--- config.mk ---
export PLATFORM = sky130hd
export DESIGN_NAME = nba_delay_line
export DESIGN_NICKNAME = d
export VERILOG_FILES = /design/src/rtl/nba_delay_line.sv
export SDC_FILE = /design/constraint.sdc
export NUM_CORES = 1
export LEC_CHECK = 0
export CORE_MARGIN = 2
export CORE_UTILIZATION = 57
export CTS_CLUSTER_DIAMETER = 120
export DETAILED_ROUTE_END_ITERATION = 16
export GPL_TIMING_DRIVEN = 0
export PLACE_DENSITY = 0.78
export SLEW_MARGIN = 40
export SYNTH_ARGS = -nofsm -noshare
export SYNTH_HDL_FRONTEND = slang
export SYNTH_SLANG_ARGS = --single-unit
--- constraint.sdc ---
create_clock -name clk -period 4.6 [get_ports clk]
set_input_delay 0.92 -clock clk [delete_from_list [all_inputs] [get_ports clk]]
set_output_delay 0.92 -clock clk [all_outputs]
set_load 0.005 [all_outputs]
--- src/rtl/nba_delay_line.sv ---
// nba_delay_line
//   Clocked, parametrised replacement for the "reg <= #10 a && b" pattern.
//   Each accepted sample is reduced by the selected operator and delivered on
//   the output exactly D rising edges after the accept edge. D is the clamped
//   delay request, latched into cur_delay at the start of each burst.
//
// Parameters
//   WIDTH     operand/result width (>=1)
//   MAX_DELAY maximum latency and number of internal stages (>=2)
//   DW        width of the delay / cur_delay ports (must hold MAX_DELAY)
//
// Ports
//   clk, rst_n          rising-edge clock, asynchronous active-low reset
//   flush               synchronous clear of all in-flight samples
//   in_valid/in_ready   input handshake
//   in_a, in_b, op      operands and operator (00 A, 01 A&&B, 10 A&B, 11 A^B)
//   delay               requested latency (0 -> 1, >MAX_DELAY -> MAX_DELAY)
//   out_valid/out_data  delayed result; out_data holds between pulses
//   busy                at least one sample in flight
//   cur_delay           latency currently in force
//
// Optional feature
//   NBA_DELAY_LINE_XINIT_EN: out_data resets to all-X instead of 0.

module nba_delay_line #(
  parameter int WIDTH     = 4,
  parameter int MAX_DELAY = 16,
  parameter int DW        = 5
) (
  input  logic             clk,
  input  logic             rst_n,
  input  logic             flush,
  input  logic             in_valid,
  output logic             in_ready,
  input  logic [WIDTH-1:0] in_a,
  input  logic [WIDTH-1:0] in_b,
  input  logic [1:0]       op,
  input  logic [DW-1:0]    delay,
  output logic             out_valid,
  output logic [WIDTH-1:0] out_data,
  output logic             busy,
  output logic [DW-1:0]    cur_delay
);

  typedef enum logic [1:0] {
    IDLE  = 2'd0,
    RUN   = 2'd1,
    DRAIN = 2'd2
  } state_t;

  state_t                        state, state_nxt;
  logic [DW-1:0]                 eff;
  logic [DW-1:0]                 cnt, cnt_nxt;
  logic [WIDTH-1:0]              res;
  logic                          accept;

  // Stage k holds a sample that reaches the output k edges from now.
  logic [MAX_DELAY:1]            sv, sv_n;
  logic [MAX_DELAY:1][WIDTH-1:0] sd, sd_n;

  always_comb begin
    if (delay == '0)
      eff = DW'(1);
    else if (delay > DW'(MAX_DELAY))
      eff = DW'(MAX_DELAY);
    else
      eff = delay;
  end

  always_comb begin
    res = '0;
    case (op)
      2'b00:   res    = in_a;
      2'b01:   res[0] = (|in_a) && (|in_b);
      2'b10:   res    = in_a & in_b;
      default: res    = in_a ^ in_b;
    endcase
  end

  always_comb begin
    case (state)
      IDLE:    in_ready = 1'b1;
      RUN:     in_ready = (eff == cur_delay);
      default: in_ready = 1'b0;
    endcase
  end

  assign accept = in_valid && in_ready && !flush;

  // Samples in one burst share a latency and arrive one per cycle, so the
  // insertion slot is always vacated by the shift in the same edge.
  always_comb begin
    sv_n = {1'b0, sv[MAX_DELAY:2]};
    sd_n = {WIDTH'(0), sd[MAX_DELAY:2]};
    if (accept) begin
      for (int unsigned i = 1; i <= MAX_DELAY; i++) begin
        if (32'(eff) == i) begin
          sv_n[i] = 1'b1;
          sd_n[i] = res;
        end
      end
    end
  end

  // In-flight count: +1 on accept, -1 when a sample moves onto the output.
  always_comb begin
    if (flush)
      cnt_nxt = '0;
    else
      cnt_nxt = cnt + DW'(accept) - DW'(sv[1]);
  end

  always_comb begin
    state_nxt = state;
    if (flush) begin
      state_nxt = IDLE;
    end else begin
      case (state)
        IDLE: begin
          if (accept)
            state_nxt = RUN;
        end
        RUN: begin
          if (in_valid && (eff != cur_delay))
            state_nxt = DRAIN;
          else if (!accept && (cnt_nxt == '0))
            state_nxt = IDLE;
        end
        DRAIN: begin
          if (cnt_nxt == '0)
            state_nxt = IDLE;
        end
        default: state_nxt = IDLE;
      endcase
    end
  end

  always_ff @(posedge clk or negedge rst_n) begin
    if (!rst_n) begin
      state     <= IDLE;
      cnt       <= '0;
      cur_delay <= DW'(1);
    end else begin
      state <= state_nxt;
      cnt   <= cnt_nxt;
      if ((state == IDLE) && accept)
        cur_delay <= eff;
    end
  end

  always_ff @(posedge clk or negedge rst_n) begin
    if (!rst_n) begin
      sv        <= '0;
      out_valid <= 1'b0;
`ifdef NBA_DELAY_LINE_XINIT_EN
      out_data  <= 'x;
`else
      out_data  <= '0;
`endif
    end else if (flush) begin
      sv        <= '0;
      out_valid <= 1'b0;
    end else begin
      sv        <= sv_n;
      out_valid <= sv[1];
      if (sv[1])
        out_data <= sd[1];
    end
  end

  // Payload needs no reset: it is only observed behind a valid bit.
  always_ff @(posedge clk) begin
    sd <= sd_n;
  end

  assign busy = (cnt != '0);

endmodule
==> flow_summary.toml <==
[run_status]
outcome = "finished clean"

[timing]
rsz0062_at_grt = "false"
tightest_slew_ns = 0.827
hold_ws_ns = 0.455
fin_crit_ns = 4.33
timing.final.crit_share = 0.942
clock_skew_ns = 0.00830
relSlewSlack = 0.444
setup_viol = 0
drv_slew = 0
fmax_mhz = 231
hold_viol = 0
layout_setup_ws_ns = 0.266

[global_route]
grt.total_usage = 0.214
antenna_found_initial = 0
grt_max_degree = 21
grt_overflow = 0
grt_pass1_wl_um = 12200
grt_pass1_vias = 2608

[synthesis]
synth-warning-count = 0
yosysUniqueCellTypes = 39
yosysSeqAreaShare = 0.536
synth-seq-cells = 97
synthCells = 331
syn_area_um2 = 3930
synth_nets = 361
avgSynthCellArea_um2 = 11.9

[die]
start_util = 0.585
die_x_um = 87.0
die_y_um = 87.0
top_level_ports = 31
row_count = 30
core-area_um2 = 6720
fp.dieArea_um2 = 7580

[job]
max-cap-violations = 0

[finish]
finalCoreUtilization = 0.678
drive_gt1_frac = 0.272
syn_to_final_growth_pct = 15.9
layout.nets = 400
n_antenna_cell = 0

[clocking]
htreeDepth = 3
clk-insertion-delay-late_ns = 0.36
tritoncts.num_buffers = 9
clk_pin_slew_worst_paths_ns = 0.09
clockBufferDepth = 2
cts.sinks = 97
root_buffer = "clkbuf_8"
cts_setup_buffers = 0
cts_tree = "built"

[place]
gp_congestion = 0.833
io_buffer_count = 27
place_hpwl_um = 5390
place_ws_ns = -0.623

[critical_path]
setup.worst_path.start_class = "input port"
rrSetupSlack_ns = 0.97
crit_fanout = 8
crit_family = "compound AO/OA/AOI/OAI gates"
critPathKind = "input port to flop"
end_kind = "flop"
cpMaxStageDelayCell = "clkdlybuf4s50_1"
crit_path_cell_trace = "clkdlybuf4s50_1, o41ai_4, o2111ai_4, a21oi_4, inv_1, ha_1, inv_1, ha_1, inv_1, fa_1, inv_1, a21oi_1, o21bai_1, xnor2_1, and3_1, o21ai_0"
arrival_ns = 4.58
critPathBufInv = 5
required_ns = 4.85
slowest_delay_ns = 0.60
crit_top_cell = "inv_1"

[detailed_routing]
wire_per_inst_um = 16.3
wl_um = 7420
vias = 2539
drc = 0
viasPerCell = 5.58
antenna_left = 0
drtIter0Drc = 82
dr.pass1.iters = 4

[power_and_ir_drop]
seqPwrFrac = 0.537
switching_share = 0.274
clkPwrFrac = 0.278
power.density_nw_per_um2 = 381
p_total_mw = 1.73
p_leak_nw = 1.91
ir_drop_mv = 0.194
pwr-share-comb = 0.185
p_sw_uw = 475
p_int_mw = 1.26

[worst_hold_path]
hp-class = "input port to asynchronous set/reset pin"
==> layout make-up <==
class	count	area (um^2)
plain buffers	13	50.0
clock buffers	10	138
clock inverters	6	33.8
fillers	500	2170
inverters	13	48.8
multi-input cells	208	1780
flip-flops and latches	97	2110
well taps	80	100
repair buffers	28	293
==> flip-flops by register name, summed over array words and instances (netlist names) <==
register,flops
state,2
cur_delay,5
sd,64
out_data,4
sv,16
out_valid,1
cnt,5
==> path summary, 6_finish.rpt <==
path | startpoint | end | cells past startpoint
min in group clk | sd[41]$_DFF_P_ | sd[37]$_DFF_P_ | 1
worst max-delay path | delay[4] | state[0]$_DFFE_PN0P_ | 16
max in group asynchronous | rst_n | cur_delay[0]$_DFFE_PN1P_ | 2
worst min register to register | sd[41]$_DFF_P_ | sd[37]$_DFF_P_ | 1
worst min-delay path | rst_n | sv[8]$_DFF_PN0_ | 1
worst max register to register | cur_delay[2]$_DFFE_PN0P_ | state[0]$_DFFE_PN0P_ | 16
==> layout by cell type, fill, tap and decap left out, types with 4 or more instances in the layout <==
master,Yosys,routed
mux2_2,66,66
inv_1,13,13
and3_1,5,5
nand3_1,8,8
clkdlybuf4s50_1,0,26
dfrtp_1,32,32
ha_1,10,10
nor2_1,35,35
nand2_1,13,13
a21oi_1,7,6
nor3_1,6,4
nand3b_1,4,4
o21ai_0,12,10
clkbuf_1,12,12
dfxtp_1,64,64
nor2b_1,4,4
clkbuf_8,0,10
==> synthesized netlist by cell type <==
| master | count | share of area |
|---|---|---|
| nand2b_1 | 3 | 0.0048 |
| a2111oi_4 | 2 | 0.014 |
| or4b_2 | 1 | 0.0025 |
| o31a_1 | 1 | 0.0022 |
| a21o_1 | 1 | 0.0019 |
| clkbuf_2 | 1 | 0.0013 |
| clkbuf_1 | 12 | 0.011 |
| nand3b_1 | 4 | 0.0076 |
| and3b_1 | 2 | 0.0045 |
| nor3_1 | 6 | 0.0076 |
| inv_1 | 13 | 0.012 |
| or3_1 | 1 | 0.0016 |
| o21a_1 | 1 | 0.0019 |
| a21oi_1 | 7 | 0.0089 |
| o21ai_0 | 12 | 0.015 |
| xor2_1 | 3 | 0.0067 |
| and3_1 | 5 | 0.0080 |
| o41ai_4 | 1 | 0.0070 |
| o21bai_1 | 2 | 0.0038 |
| nor4_1 | 2 | 0.0032 |
| a41oi_4 | 1 | 0.0070 |
| ha_1 | 10 | 0.032 |
| dfxtp_1 | 64 | 0.33 |
| nor2_1 | 35 | 0.033 |
| nand3_1 | 8 | 0.010 |
| a211oi_2 | 2 | 0.0064 |
| and2_1 | 1 | 0.0016 |
| nor2b_1 | 4 | 0.0064 |
| o2111ai_4 | 1 | 0.0067 |
| o22ai_1 | 1 | 0.0016 |
| dfrtp_1 | 32 | 0.20 |
| xnor2_1 | 3 | 0.0067 |
| fa_1 | 1 | 0.0051 |
| nand2_1 | 13 | 0.012 |
| mux2i_1 | 3 | 0.0076 |
| mux2_2 | 66 | 0.19 |
| nor3b_1 | 4 | 0.0076 |
| nor4_2 | 1 | 0.0032 |
| dfstp_2 | 1 | 0.0067 |
==> timing repair <==
action                                  in CTS  in global routing
hold buffers                                 0                  0
pin swaps                                    0                  0
gates resized for setup                      2                  3
endpoints found under the setup margin       3                  2
==> cell families after synthesis <==
logic type               share of synthesized area
AND/OR/NAND/NOR                              0.115
XOR/XNOR                                    0.0134
AO/OA/AOI/OAI                               0.0767
flip-flops                                   0.536
adder cells (fa/ha/maj)                     0.0369
buffers and inverters                       0.0252
multiplexers                                 0.197
==> power by group through the flow <==
stage | clock network (mW) | logic, mW | registers [mW]
finish | 0.483 | 0.320 | 0.932
global route | 0.532 | 0.357 | 0.937
CTS | 0.495 | 0.318 | 0.931
detailed placement | 0 | 0.314 | 0.950
global placement | 0 | 0.305 | 0.947
floorplan | 0 | 0.202 | 0.944
==> through the flow <==
step	instance area, um^2	std cells	TNS (ns)
after floorplan	3930	331	0
after global placement	4300	438	-1.27
after detailed placement	4330	439	-1.91
after CTS	4510	455	0
after global routing	4550	455	0
final	4550	455	0
==> worst register-to-register path: cells and delay by family, from the launching register on <==
kind	cells	cell delay (ns)
flip-flops	1	0.42
AO/OA/AOI/OAI	6	1.45
AND/OR/NAND/NOR	1	0.22
XOR/XNOR	2	0.33
adder cells (fa/ha/maj)	3	0.82
buffers and inverters	4	0.29
==> layer usage <==
metal / up-vias / wire length [um] / part of all wire / global-route usage
met3: 11 / 233 / 0.031 / 0.0531
met5: - / 0 / 0 / 0
met4: 0 / 146 / 0.020 / 0.0966
met1: 1267 / 3310 / 0.45 / 0.255
met2: 38 / 3730 / 0.50 / 0.365
li1: 1223 / - / - / -
Note: power is estimated with default switching activity, not from simulation.
